File: src/rtl/fault_monitor_if.sv
// Status-in / fault-out bundle between the power-stage sensors and the fault monitor.
// The monitor uses the slave view; the stimulus side (or upstream logic) uses the master view.
interface fault_monitor_if;
    logic [12:0] tri_200us;
    logic [3:0]  drv_flt_n;
    logic [11:0] vdc;
    logic        tem_n;
    logic        hb;
    logic        sysrdy;
    logic        clr_req;

    logic        fault1;
    logic        fault2;
    logic        fault3;
    logic        fault4;
    logic        ov_fault;
    logic        uv_fault;
    logic        TEM_fault;
    logic        call_fault;
    logic        trip;
    logic [3:0]  first_fault;
    logic        clr_ack;
    logic        clr_nack;

    modport master (
        output tri_200us, drv_flt_n, vdc, tem_n, hb, sysrdy, clr_req,
        input  fault1, fault2, fault3, fault4, ov_fault, uv_fault, TEM_fault, call_fault,
        input  trip, first_fault, clr_ack, clr_nack
    );

    modport slave (
        input  tri_200us, drv_flt_n, vdc, tem_n, hb, sysrdy, clr_req,
        output fault1, fault2, fault3, fault4, ov_fault, uv_fault, TEM_fault, call_fault,
        output trip, first_fault, clr_ack, clr_nack
    );
endinterface

File: src/rtl/fault_monitor.sv
// Fault monitor: debounces raw power-stage conditions on the 200 us tick, latches them
// until an accepted clear, and reports trip plus the code of the first fault.

module fault_monitor_deb #(
    parameter int unsigned DEB_TICKS = 5
) (
    input  logic clk,
    input  logic rst,
    input  logic i_tick,
    input  logic i_clr,
    input  logic i_raw,
    output logic o_deb,
    output logic o_hit
);
    localparam logic [2:0] LP_DEB = 3'(DEB_TICKS);

    logic [2:0] r_cnt;
    logic [2:0] w_cnt_nxt;

    always_comb begin
        w_cnt_nxt = r_cnt;
        if (i_clr) begin
            w_cnt_nxt = '0;
        end else if (i_tick) begin
            if (!i_raw)                w_cnt_nxt = '0;
            else if (r_cnt != LP_DEB)  w_cnt_nxt = r_cnt + 3'd1;
        end
    end

    always_ff @(posedge clk) begin
        if (rst) r_cnt <= '0;
        else     r_cnt <= w_cnt_nxt;
    end

    // o_hit looks at the next count so the latch sets on the edge the count saturates
    assign o_deb = (r_cnt == LP_DEB);
    assign o_hit = (w_cnt_nxt == LP_DEB);
endmodule

module fault_monitor #(
    parameter int unsigned DEB_TICKS = 5,
    parameter logic [11:0] OV_TH     = 12'd3500,
    parameter logic [11:0] UV_TH     = 12'd1200,
    parameter int unsigned COMM_TO   = 50
) (
    input  logic           clk,
    input  logic           rst,
    fault_monitor_if.slave bus
);
    localparam int         NUM_CH   = 7;
    localparam logic [5:0] LP_WD_TO = 6'(COMM_TO);

    typedef enum logic [1:0] {S_RUN, S_TRIP, S_CLEAR} state_t;

    state_t            r_state, w_state_nxt;
    logic              w_tick, w_clr;
    logic [NUM_CH-1:0] w_raw, w_deb_ch, w_hit_ch;
    logic [7:0]        w_deb, w_hit, w_set, r_latch;
    logic [5:0]        r_wd, w_wd_nxt;
    logic [3:0]        r_first, w_first_code;
    logic              r_trip, r_ack, r_nack, w_ack, w_nack;

    assign w_tick = (bus.tri_200us == 13'h1);
    assign w_clr  = (r_state == S_CLEAR);

    // channel order matches the first_fault code minus one
    assign w_raw = {~bus.tem_n,
                    (bus.vdc < UV_TH) & bus.sysrdy,
                    (bus.vdc > OV_TH),
                    ~bus.drv_flt_n};

    generate
        for (genvar g = 0; g < NUM_CH; g++) begin : g_deb
            fault_monitor_deb #(.DEB_TICKS(DEB_TICKS)) u_deb (
                .clk    (clk),
                .rst    (rst),
                .i_tick (w_tick),
                .i_clr  (w_clr),
                .i_raw  (w_raw[g]),
                .o_deb  (w_deb_ch[g]),
                .o_hit  (w_hit_ch[g])
            );
        end
    endgenerate

    // heartbeat wins over a coincident tick
    always_comb begin
        w_wd_nxt = r_wd;
        if (w_clr || bus.hb || !bus.sysrdy)     w_wd_nxt = '0;
        else if (w_tick && r_wd != LP_WD_TO)    w_wd_nxt = r_wd + 6'd1;
    end

    assign w_deb = {(r_wd == LP_WD_TO), w_deb_ch};
    assign w_hit = {(w_wd_nxt == LP_WD_TO), w_hit_ch};
    assign w_set = w_clr ? 8'h00 : (w_hit & ~r_latch);

    always_comb begin
        w_first_code = '0;
        for (int i = 7; i >= 0; i--) begin
            if (w_set[i]) w_first_code = 4'(i + 1);
        end
    end

    always_comb begin
        w_state_nxt = r_state;
        w_ack       = 1'b0;
        w_nack      = 1'b0;
        case (r_state)
            S_RUN: begin
                if (|r_latch) w_state_nxt = S_TRIP;
            end
            S_TRIP: begin
                if (bus.clr_req) begin
                    if (|w_deb) begin
                        w_nack = 1'b1;
                    end else begin
                        w_state_nxt = S_CLEAR;
                        w_ack       = 1'b1;
                    end
                end
            end
            S_CLEAR: w_state_nxt = S_RUN;
            default: w_state_nxt = S_RUN;
        endcase
    end

    always_ff @(posedge clk) begin
        if (rst) begin
            r_state <= S_RUN;
            r_latch <= '0;
            r_trip  <= 1'b0;
            r_first <= '0;
            r_ack   <= 1'b0;
            r_nack  <= 1'b0;
            r_wd    <= '0;
        end else begin
            r_state <= w_state_nxt;
            r_latch <= w_clr ? 8'h00 : (r_latch | w_hit);
            r_trip  <= w_clr ? 1'b0 : (|r_latch);
            r_ack   <= w_ack;
            r_nack  <= w_nack;
            r_wd    <= w_wd_nxt;
            if (w_clr)                          r_first <= '0;
            else if (r_first == 4'd0 && |w_set) r_first <= w_first_code;
        end
    end

    assign bus.fault1      = r_latch[0];
    assign bus.fault2      = r_latch[1];
    assign bus.fault3      = r_latch[2];
    assign bus.fault4      = r_latch[3];
    assign bus.ov_fault    = r_latch[4];
    assign bus.uv_fault    = r_latch[5];
    assign bus.TEM_fault   = r_latch[6];
    assign bus.call_fault  = r_latch[7];
    assign bus.trip        = r_trip;
    assign bus.first_fault = r_first;
    assign bus.clr_ack     = r_ack;
    assign bus.clr_nack    = r_nack;
endmodule

File: src/flat_wrapper.sv
// flat-port wrapper written by rule: the top's interface ports become plain ports
module fault_monitor_flat 
#(
    parameter int unsigned DEB_TICKS = 5,
    parameter logic [11:0] OV_TH     = 12'd3500,
    parameter logic [11:0] UV_TH     = 12'd1200,
    parameter int unsigned COMM_TO   = 50
)
  (clk, rst, bus_tri_200us, bus_drv_flt_n, bus_vdc, bus_tem_n, bus_hb, bus_sysrdy, bus_clr_req, bus_fault1, bus_fault2, bus_fault3, bus_fault4, bus_ov_fault, bus_uv_fault, bus_TEM_fault, bus_call_fault, bus_trip, bus_first_fault, bus_clr_ack, bus_clr_nack);
  fault_monitor_if bus_i ();
  input  logic clk;
  input  logic rst;
  input wire logic [$bits(bus_i.tri_200us)-1:0] bus_tri_200us;
  input wire logic [$bits(bus_i.drv_flt_n)-1:0] bus_drv_flt_n;
  input wire logic [$bits(bus_i.vdc)-1:0] bus_vdc;
  input wire logic [$bits(bus_i.tem_n)-1:0] bus_tem_n;
  input wire logic [$bits(bus_i.hb)-1:0] bus_hb;
  input wire logic [$bits(bus_i.sysrdy)-1:0] bus_sysrdy;
  input wire logic [$bits(bus_i.clr_req)-1:0] bus_clr_req;
  output wire logic [$bits(bus_i.fault1)-1:0] bus_fault1;
  output wire logic [$bits(bus_i.fault2)-1:0] bus_fault2;
  output wire logic [$bits(bus_i.fault3)-1:0] bus_fault3;
  output wire logic [$bits(bus_i.fault4)-1:0] bus_fault4;
  output wire logic [$bits(bus_i.ov_fault)-1:0] bus_ov_fault;
  output wire logic [$bits(bus_i.uv_fault)-1:0] bus_uv_fault;
  output wire logic [$bits(bus_i.TEM_fault)-1:0] bus_TEM_fault;
  output wire logic [$bits(bus_i.call_fault)-1:0] bus_call_fault;
  output wire logic [$bits(bus_i.trip)-1:0] bus_trip;
  output wire logic [$bits(bus_i.first_fault)-1:0] bus_first_fault;
  output wire logic [$bits(bus_i.clr_ack)-1:0] bus_clr_ack;
  output wire logic [$bits(bus_i.clr_nack)-1:0] bus_clr_nack;
  assign bus_i.tri_200us = bus_tri_200us;
  assign bus_i.drv_flt_n = bus_drv_flt_n;
  assign bus_i.vdc = bus_vdc;
  assign bus_i.tem_n = bus_tem_n;
  assign bus_i.hb = bus_hb;
  assign bus_i.sysrdy = bus_sysrdy;
  assign bus_i.clr_req = bus_clr_req;
  assign bus_fault1 = bus_i.fault1;
  assign bus_fault2 = bus_i.fault2;
  assign bus_fault3 = bus_i.fault3;
  assign bus_fault4 = bus_i.fault4;
  assign bus_ov_fault = bus_i.ov_fault;
  assign bus_uv_fault = bus_i.uv_fault;
  assign bus_TEM_fault = bus_i.TEM_fault;
  assign bus_call_fault = bus_i.call_fault;
  assign bus_trip = bus_i.trip;
  assign bus_first_fault = bus_i.first_fault;
  assign bus_clr_ack = bus_i.clr_ack;
  assign bus_clr_nack = bus_i.clr_nack;
  fault_monitor #(.DEB_TICKS(DEB_TICKS), .OV_TH(OV_TH), .UV_TH(UV_TH), .COMM_TO(COMM_TO)) u_core (.clk(clk), .rst(rst), .bus(bus_i));
endmodule
File: config.mk
export PLATFORM = sky130hd
export DESIGN_NAME = fault_monitor_flat
export DESIGN_NICKNAME = d
export VERILOG_FILES = /design/src/rtl/fault_monitor_if.sv /design/src/rtl/fault_monitor.sv /design/src/flat_wrapper.sv
export SDC_FILE = /design/constraint.sdc
export NUM_CORES = 1
export LEC_CHECK = 0
export CAP_MARGIN = 20
export CORE_MARGIN = 2
export CORE_UTILIZATION = 55
export DETAILED_ROUTE_END_ITERATION = 8
export PLACE_DENSITY = 0.83
export SKIP_LAST_GASP = 1
export SYNTH_ARGS = -nofsm -noshare
export SYNTH_HDL_FRONTEND = slang
export SYNTH_SLANG_ARGS = --single-unit
File: constraint.sdc
create_clock -name clk -period 5.1 [get_ports clk]
set_clock_uncertainty 0.15 [all_clocks]
set_input_delay 1.275 -clock clk [delete_from_list [all_inputs] [get_ports clk]]
set_output_delay 1.275 -clock clk [all_outputs]
set_load 0.01 [all_outputs]
; ---- Word level (Yosys, flattened, before mapping)
; Cells that the tools add are included.
[totals]
input_bits = 35
register_bits = 44
elab_cells = 119
[classes]
n_lt_le_gt_ge = 2
n_eq_ne = 30
bitwise = 7
n_addsub = 8
n_mux = 45
n_reduce_logical = 13
[ops]
columns = op, count
row1 = 2-to-1 mux 3 bit, 28
row2 = "== test 3 bit, second input constant", 14
row3 = 2-to-1 mux 4 bit, 8
row4 = OR reduction 8 bit, 3
row5 = "adder 3 x 1 -> 3 bit, second input constant", 7
row6 = "inequality test 3 bit, second input constant", 7
row7 = "== test 13 x 1 -> 1 bit, second input constant", 1
row8 = "== test 6 bit, second input constant", 2
row9 = "greater-than comparator 12 bit, second input constant", 1
row10 = "less-than comparator 12 x 11 -> 1 bit, second input constant", 1
row11 = 2-to-1 mux 6 bit, 2
row12 = AND 8 bit, 1
row13 = 2-to-1 mux 8 bit, 1
row14 = NOT 8 bit, 1
row15 = OR 8 bit, 1
row16 = "adder 6 x 1 -> 6 bit, second input constant", 1
row17 = 2-to-1 mux 2 bit, 3
row18 = "inequality test 6 bit, second input constant", 1
row19 = logical NOT 4 bit, 1
row20 = "inequality test 2 bit, second input constant", 2
row21 = NOT 4 bit, 1
row22 = case mux 2 bit (2 select lines), 1
row23 = AND reduction 3 bit, 1
row24 = OR reduction 3 bit, 1
row25 = other kinds (11), 15

; ---- Longest topological paths before layout
; Gate-level depths: netlist (run 1).
[logic_depth]
word_depth = 16
ltp_mapped = 9
ltp_nobuf = 9

; ---- Modules after synthesis
; Synthesis (run 1) repeated with hierarchy kept, for this count alone.
[unflattened]
hier_cells = 304
area_unflattened_um2 = 2732.6
[by_module_without_submodules]
columns = mod, cells_each, n_inst, area_each_um2
row1 = fault_monitor_deb, 23, 7, 219.0
row2 = fault_monitor, 143, 1, 1199.9

; ---- Least setup slack after synthesis (run 1)
; No wires, ideal clock.
[synth_path]
path_type = in2reg
startpoint = in bus_tri_200us[5]
endpoint = reg u_core.r_first[3] (netlist: u_core.bus.first_fault[3])
arrival_time_ns = 3.306
required_time_ns = 4.891
setup_time_ns = 0.059
setup_slack_ns = 1.585
stages = 7
cell_sequence = or4b_4 -> nor4_4 -> and4_1 -> a21oi_1 -> or4b_4 -> nor3_2 -> a22o_1
[synth_between]
elab_chain_cells = 15
[synth_lines]
columns = item, line
row1 = from (decl), flat_wrapper.sv:13  ; input wire logic [$bits(bus_i.tri_200us)-1:0] bus_tri_200us;
row2 = == test 13 x 1 -> 1 bit (*), fault_monitor.sv:63  ; assign w_tick = (bus.tri_200us == 13'h1);
row3 = logical AND 1 bit, fault_monitor.sv:90  ; else if (w_tick && r_wd != LP_WD_TO) w_wd_nxt = r_wd + 6'd1;
row4 = 2-to-1 mux 6 bit, fault_monitor.sv:90
row5 = 2-to-1 mux 6 bit, fault_monitor.sv:89  ; if (w_clr || bus.hb || !bus.sysrdy) w_wd_nxt = '0;
row6 = == test 6 bit, fault_monitor.sv:94  ; assign w_hit = {(w_wd_nxt == LP_WD_TO), w_hit_ch};
row7 = AND 8 bit (*), fault_monitor.sv:95  ; assign w_set = w_clr ? 8'h00 : (w_hit & ~r_latch);
row8 = 2-to-1 mux 8 bit (*), fault_monitor.sv:95
row9 = 2-to-1 mux 4 bit (8 in series), fault_monitor.sv:100  ; if (w_set[i]) w_first_code = 4'(i + 1);
row10 = to (signal assigned), fault_monitor.sv:144  ; else if (r_first == 4'd0 && |w_set) r_first <= w_first_code;
row11 = to (decl), fault_monitor.sv:60  ; logic [3:0] r_first, w_first_code;
; Mark *: on every way between the ends. The rest lies on a longest branch, timed or not.
; A chain may end at the register's enable or synchronous reset.

; ---- Final worst setup path (run 1)
; Same ends and word-level chain as after synthesis.

==> reports/results.tsv, run 1 <==
metric	value	unit
endpoints failing hold	0	
H-tree Lvls	2	
via count	2848	
Layout Utilization	0.7176	
DR iter-0 viols	135	
peak supply drop	0.1289	mV
status	completed	
clk_lat worst skew	0.29	ns
cell family with most CP delay	simple AND/OR/NAND/NOR gates	
chip width	75.02	um
synthesized area	0.002774	mm^2
hold_buf cts	0	
Compound-Gate Fraction of Synth Area	0.2039	
Die ar.	0.005627	mm^2
setup tns final	0	ns
Core Footprint	0.004786	mm^2
placed inst area	0.003344	mm^2
Buf/Inv on CP	2	
FP Rows	25	
CTS clock-pin slew for the worst setup and hold paths	0.08	ns
combinational family with the most area after synthesis	simple AND/OR/NAND/NOR gates	
Cells after Synth	358	
Detail Route Antenna Nets	0	
post-CTS setup-driven buffer insertion count	0	
CP Max Fanout	12	
Worst Hold Depth	2	
WP depth	9	
Layout fillers	406	
CTS Root Cell	clkbuf_8	
min cycle time layout	4.122	ns
xor and xnor area share after synthesis	0.01579	
starting density of the core	0.5796	
Worst path slowest cell	nor4_4	
required time of the critical path	5.14	ns
slew margin rel.	0.3591	
I/O pin total	50	
syn_area_per_cell	7.748	um^2
first-pass GRT wire length	11280	um
MaxCap Viol Count	0	
RSZ-0062 raised after global routing	false	
sequential cell area	880.8	um^2
dpl hpwl	5421	um
CP Class	primary input to register	
gpl congestion	0.8043	
CTS tree	built	
routed wire length per instance	14.89	um
EDFF count, synth	0	
Worst setup EP type	register	
Final Slew Violations	0	
Worst Hold Class	register to register	
PortBufs	49	
Fmax achieved	242.6	MHz
Sink Count	44	
worst slew pin tran	0.9614	ns
synth unique cells	58	
share of cells above drive strength 1	0.06083	
# DRC	0	
Die H	75.02	um
maximum root-to-sink buffer count	2	
final hold slack	0.3643	ns
Worst Path Arrival	4.16	ns
P_leak	1.193	nW
largest net degree at the start of global routing	23	
Final Cycle Share	0.8083	
drt first pass iters	4	
diode count	0	
GRT overflow	0	
Post-Layout Cell Count	478	
PwrDens	180.2	mW/mm^2
final wirelength	7116	um
Layout area overhead	23.82	%
Worst R2R Path Depth	8	
Final nets	461	
post-synthesis simple-gate area fraction	0.3302	
top_reg_cell synth	dfxtp_1	
Startpoint Class	primary input	
vias per cell	5.958	
GRT Util Overall	0.2599	
asr flop ratio synth	0	
Placed Cells	470	
Adder-Cell Fraction of Synth Area	0.07217	
CTS Buf Count	5	
#FFs+latches synth	44	
Ys Warns	0	
Largest stage delay, worst path	0.65	ns
Multi-input gate area	0.001788	mm^2
final setup fails	0	
final instance area	0.003435	mm^2
vias in the first global route	2564	
sequential-to-total area share from yosys stat	0.3175	
syn nets	409	
post-synthesis mux area share	0.02255	
CTS resizes	0	
antenna violations before repair	0	
critical-path cell list	clkdlybuf4s50_1, or4b_4, nor4_4, buf_4, mux2i_1, o221ai_1, a31oi_1, nor3_1, a22o_1	
-- routing by layer --
layer | track usage | routed length, um
met5 | 0 | 0
met4 | 0.08730 | 118
met3 | 0.04552 | 558
met2 | 0.4522 | 3290
met1 | 0.3242 | 3149
-- state kept, by name, summed over array words and instances, names as in the netlist --
name	count
u_core.bus.first_fault	4
u_core.bus.clr_nack	1
u_core.g_deb.u_deb.r_cnt	21
u_core.r_state	2
u_core.bus.clr_ack	1
u_core.r_wd	6
u_core.bus.trip	1
u_core.r_latch	8
-- worst paths after layout --
kind                            slack, ns         startpoint                   endpoint
worst max-delay path                 0.98   bus_tri_200us[5]  u_core.bus.first_fault[3]
worst min-delay path                 0.36  u_core.r_latch[7]          u_core.r_latch[7]
worst max register to register       2.51     u_core.r_wd[0]  u_core.bus.first_fault[3]
worst min register to register       0.36  u_core.r_latch[7]          u_core.r_latch[7]
-- layout by cell type, fill, tap and decap left out, types with 5 or more instances in the layout --
| cell type | instances |
|---|---|
| nor2b_1 | 7 |
| nor4_1 | 9 |
| a21oi_1 | 34 |
| nand4_1 | 9 |
| clkdlybuf4s50_1 | 49 |
| nor3_1 | 11 |
| inv_1 | 19 |
| dfxtp_1 | 44 |
| nand2_1 | 30 |
| clkbuf_8 | 6 |
| ha_1 | 16 |
| nor2_1 | 49 |
| o21ai_0 | 22 |
| or3_1 | 5 |
| nand3_1 | 11 |
| and4_1 | 5 |
| a31oi_1 | 6 |
-- worst min-delay path, stage by stage (launching register included) --
cell and delay [ns]:
dfxtp_1 0.36, inv_1 0.06, a21oi_1 0.05
-- power by group --
part           internal [W]  total [W]  switching [W]  leakage, nW
clock network      0.000111   0.000223       0.000112       0.0455
registers          0.000343   0.000343  0.00000000983        0.354
logic             0.0000300  0.0000530      0.0000230        0.793
total              0.000484   0.000619       0.000135         1.19
-- through the flow --
| step | total power [W] | setup WS (ns) |
|---|---|---|
| floorplan | 0.0003672 | 1.585 |
| finish | 0.0006189 | 0.9779 |
| global route | 0.0006432 | 0.7036 |
| detailed placement | 0.0004036 | 0.6720 |
| global placement | 0.0004026 | 0.7019 |
| CTS | 0.0006235 | 0.9901 |
-- cells in the mapped netlist, types with 5 or more instances --
master | number | area [um^2]
a21oi_1 | 34 | 170.2
a31oi_1 | 6 | 37.54
and4_1 | 5 | 43.79
clkbuf_1 | 7 | 26.28
dfxtp_1 | 44 | 880.8
ha_1 | 16 | 200.2
inv_1 | 19 | 71.32
nand2_1 | 30 | 112.6
nand3_1 | 11 | 55.05
nand4_1 | 9 | 56.30
nor2_1 | 49 | 183.9
nor2b_1 | 7 | 43.79
nor3_1 | 11 | 55.05
nor4_1 | 9 | 56.30
o21ai_0 | 22 | 110.1
or3_1 | 5 | 31.28
-- cell type report --
type | count | area share
timing repair buffer | 53 | 0.1515
sequential | 44 | 0.2565
inverter | 19 | 0.02077
tap | 67 | 0.02441
multi-input combinational | 287 | 0.5206
clock buffer | 8 | 0.02623
-- cell families (layout without fill, tap and decap cells) --
group,after synthesis,in the layout
adder cells (fa/ha/maj),16,16
XOR/XNOR,5,5
buffers and inverters,27,80
multiplexers,6,6
AO/OA/AOI/OAI,93,93
flip-flops,44,44
AND/OR/NAND/NOR,167,167
No activity file was read; power rests on OpenSTA's default activity.
==> run 2, diff against run 1 <==
--- a/config.mk
+++ b/config.mk
@@ -7,9 +7,9 @@
 export LEC_CHECK = 0
 export CAP_MARGIN = 20
 export CORE_MARGIN = 2
-export CORE_UTILIZATION = 55
+export CORE_UTILIZATION = 53
 export DETAILED_ROUTE_END_ITERATION = 8
-export PLACE_DENSITY = 0.83
+export PLACE_DENSITY = 0.8
 export SKIP_LAST_GASP = 1
 export SYNTH_ARGS = -nofsm -noshare
 export SYNTH_HDL_FRONTEND = slang
==> constraint.sdc (replaced) <==
create_clock -name clk -period 4.05 [get_ports clk]
set_clock_uncertainty 0.15 [all_clocks]
set_input_delay 1.0125 -clock clk [delete_from_list [all_inputs] [get_ports clk]]
set_output_delay 1.0125 -clock clk [all_outputs]
set_load 0.01 [all_outputs]
==> run 2 against run 1 <==
Against the previous run: highest routed layer unchanged; combinational power rose by 30%; utilization decreased by 2.9 points; critical endpoint unchanged; die area increased by 3.6%; register-to-register slack lost 1.0 ns; power increased by 24%; hold slack lost 0.026 ns.
==> reports/results.tsv, run 2 (synthesized netlist as in run 1, its figures left out) <==
metric	value	unit	change
Final nets	468		was 461
post-CTS setup-driven buffer insertion count	0		unchanged
CTS tree	built		unchanged
Startpoint Class	primary input		unchanged
peak supply drop	0.1467	mV	was 0.1289 mV
final hold slack	0.3381	ns	was 0.3643 ns
Layout area overhead	25.98	%	was 23.82%
CP Class	primary input to register		unchanged
antenna violations before repair	0		unchanged
PwrDens	219.5	mW/mm^2	was 180.2 mW/mm^2
largest net degree at the start of global routing	27		was 23
cell family with most CP delay	simple AND/OR/NAND/NOR gates		unchanged
diode count	0		unchanged
chip width	76.35	um	was 75.02 um
WP depth	9		unchanged
CTS clock-pin slew for the worst setup and hold paths	0.08	ns	about the same
CTS Root Cell	clkbuf_8		unchanged
CTS Buf Count	5		unchanged
vias per cell	5.998		was 5.958
dpl hpwl	5588	um	was 5421 um
Final Cycle Share	0.8788		
P_leak	1.225	nW	was 1.193 nW
gpl congestion	0.8912		was 0.8043
GRT Util Overall	0.2530		was 0.2599
CP Max Fanout	26		was 12
top flop regs	u_core.g_deb.u_deb.r_cnt: 21 flops, u_core.r_latch: 8 flops, u_core.r_wd: 6 flops		unchanged
PortBufs	49		unchanged
largest reg by FF count	u_core.g_deb.u_deb.r_cnt		unchanged
Final Slew Violations	0		unchanged
I/O pin total	50		unchanged
CTS resizes	0		unchanged
RSZ-0062 raised after global routing	false		unchanged
GRT overflow	0		unchanged
final worst setup slack	0.4910	ns	was 0.9779 ns
final wirelength	7249	um	was 7116 um
DR iter-0 viols	212		was 135
flip-flop count of the largest register after layout	21		unchanged
FP Rows	26		was 25
Die H	76.35	um	was 75.02 um
worst slew pin tran	0.7219	ns	was 0.9614 ns
Worst Hold Depth	2		unchanged
endpoints failing hold	0		unchanged
placed inst area	0.003413	mm^2	was 0.003344 mm^2
clk_lat worst skew	0.29	ns	about the same
via count	2921		was 2848
most frequent cells in the layout	nor2_1 (49), clkdlybuf4s50_1 (49), dfxtp_1 (44), a21oi_1 (34), nand2_1 (30)		unchanged
Die ar.	0.005829	mm^2	was 0.005627 mm^2
maximum root-to-sink buffer count	2		unchanged
critical-path cell list	clkdlybuf4s50_1, or4b_4, nor4_4, buf_12, a21boi_0, o21ai_0, o32ai_1, nor3_1, a22o_1		was clkdlybuf4s50_1, or4b_4, nor4_4, buf_4, mux2i_1, o221ai_1, a31oi_1, nor3_1, a22o_1
share of cells above drive strength 1	0.07914		was 0.06083
Worst Hold Class	register to register		unchanged
routed wire length per instance	14.89	um	about the same
starting density of the core	0.5466		was 0.5796
Worst R2R Path Depth	8		unchanged
first-pass GRT wire length	12210	um	was 11280 um
vias in the first global route	2721		was 2564
min cycle time layout	3.559	ns	
Fmax achieved	281.0	MHz	
hold_buf cts	0		unchanged
Core Footprint	0.005075	mm^2	was 0.004786 mm^2
status	completed		unchanged
setup tns final	0	ns	unchanged
Place WS	0.1986	ns	was 0.6720 ns
Sink Count	44		unchanged
final setup fails	0		unchanged
H-tree Lvls	2		unchanged
Worst Path Arrival	3.65	ns	was 4.16 ns
drt first pass iters	4		unchanged
Buf/Inv on CP	2		unchanged
# DRC	0		unchanged
required time of the critical path	4.14	ns	was 5.14 ns
slew margin rel.	0.5143		was 0.3591
Detail Route Antenna Nets	0		unchanged
Worst setup EP type	register		unchanged
final instance area	0.003495	mm^2	was 0.003435 mm^2
Worst path slowest cell	or4b_4		was nor4_4
MaxCap Viol Count	0		unchanged
Largest stage delay, worst path	0.59	ns	was 0.65 ns
[run 2: cell count changes in the layout (fill, tap and decap cells not counted)]
cell / before / now
clkbuf_8: 6 / 5
buf_4: 4 / 10
buf_12: 0 / 1
clkinv_2: 0 / 1
clkinvlp_4: 0 / 1
clkbuf_1: 2 / 0
[run 2: layer usage]
metal  track usage  wire, um
met2        0.4310      3472
met1        0.3246      3233
met3       0.05095       434
met5             0         0
met4       0.07273       110
[run 2: worst paths after layout]
check	slack (ns)	to	start
setup / recovery	0.49	u_core.bus.first_fault[3]	bus_tri_200us[5]
hold / removal	0.34	u_core.bus.first_fault[2]	u_core.bus.first_fault[2]
setup reg to reg	1.47	u_core.bus.first_fault[3]	u_core.r_wd[0]
hold reg to reg	0.34	u_core.bus.first_fault[2]	u_core.bus.first_fault[2]
[run 2: layout make-up]
type	count	area (um^2)
Multi-Input combinational cell	287	1788
Fill cell	461	1580
Sequential cell	44	880.8
Timing Repair Buffer	60	585.6
Tap cell	70	87.58
Inverter	19	71.32
Clock buffer	5	68.82
Clock inverter	2	12.51
[run 2: power by group]
part / internal [W] / switching, W
clock: 0.000117 / 0.000149
combinational: 0.0000395 / 0.0000294
sequential: 0.000432 / 0.0000000118
total: 0.000588 / 0.000179
[run 2: per-stage QoR]
stage / std cells / power, W / util
global placement: 480 / 0.0005092 / 0.6726
finish: 487 / 0.0007671 / 0.6886
CTS: 487 / 0.0007746 / 0.6886
detailed placement: 480 / 0.0005108 / 0.6726
floorplan: 358 / 0.0004624 / -
global route: 487 / 0.0007950 / 0.6886
[run 2: worst min-delay path, cell delays in order, from the launching register on]
cell and delay [ns]:
dfxtp_1 0.34, nand2_1 0.06, o31ai_1 0.05
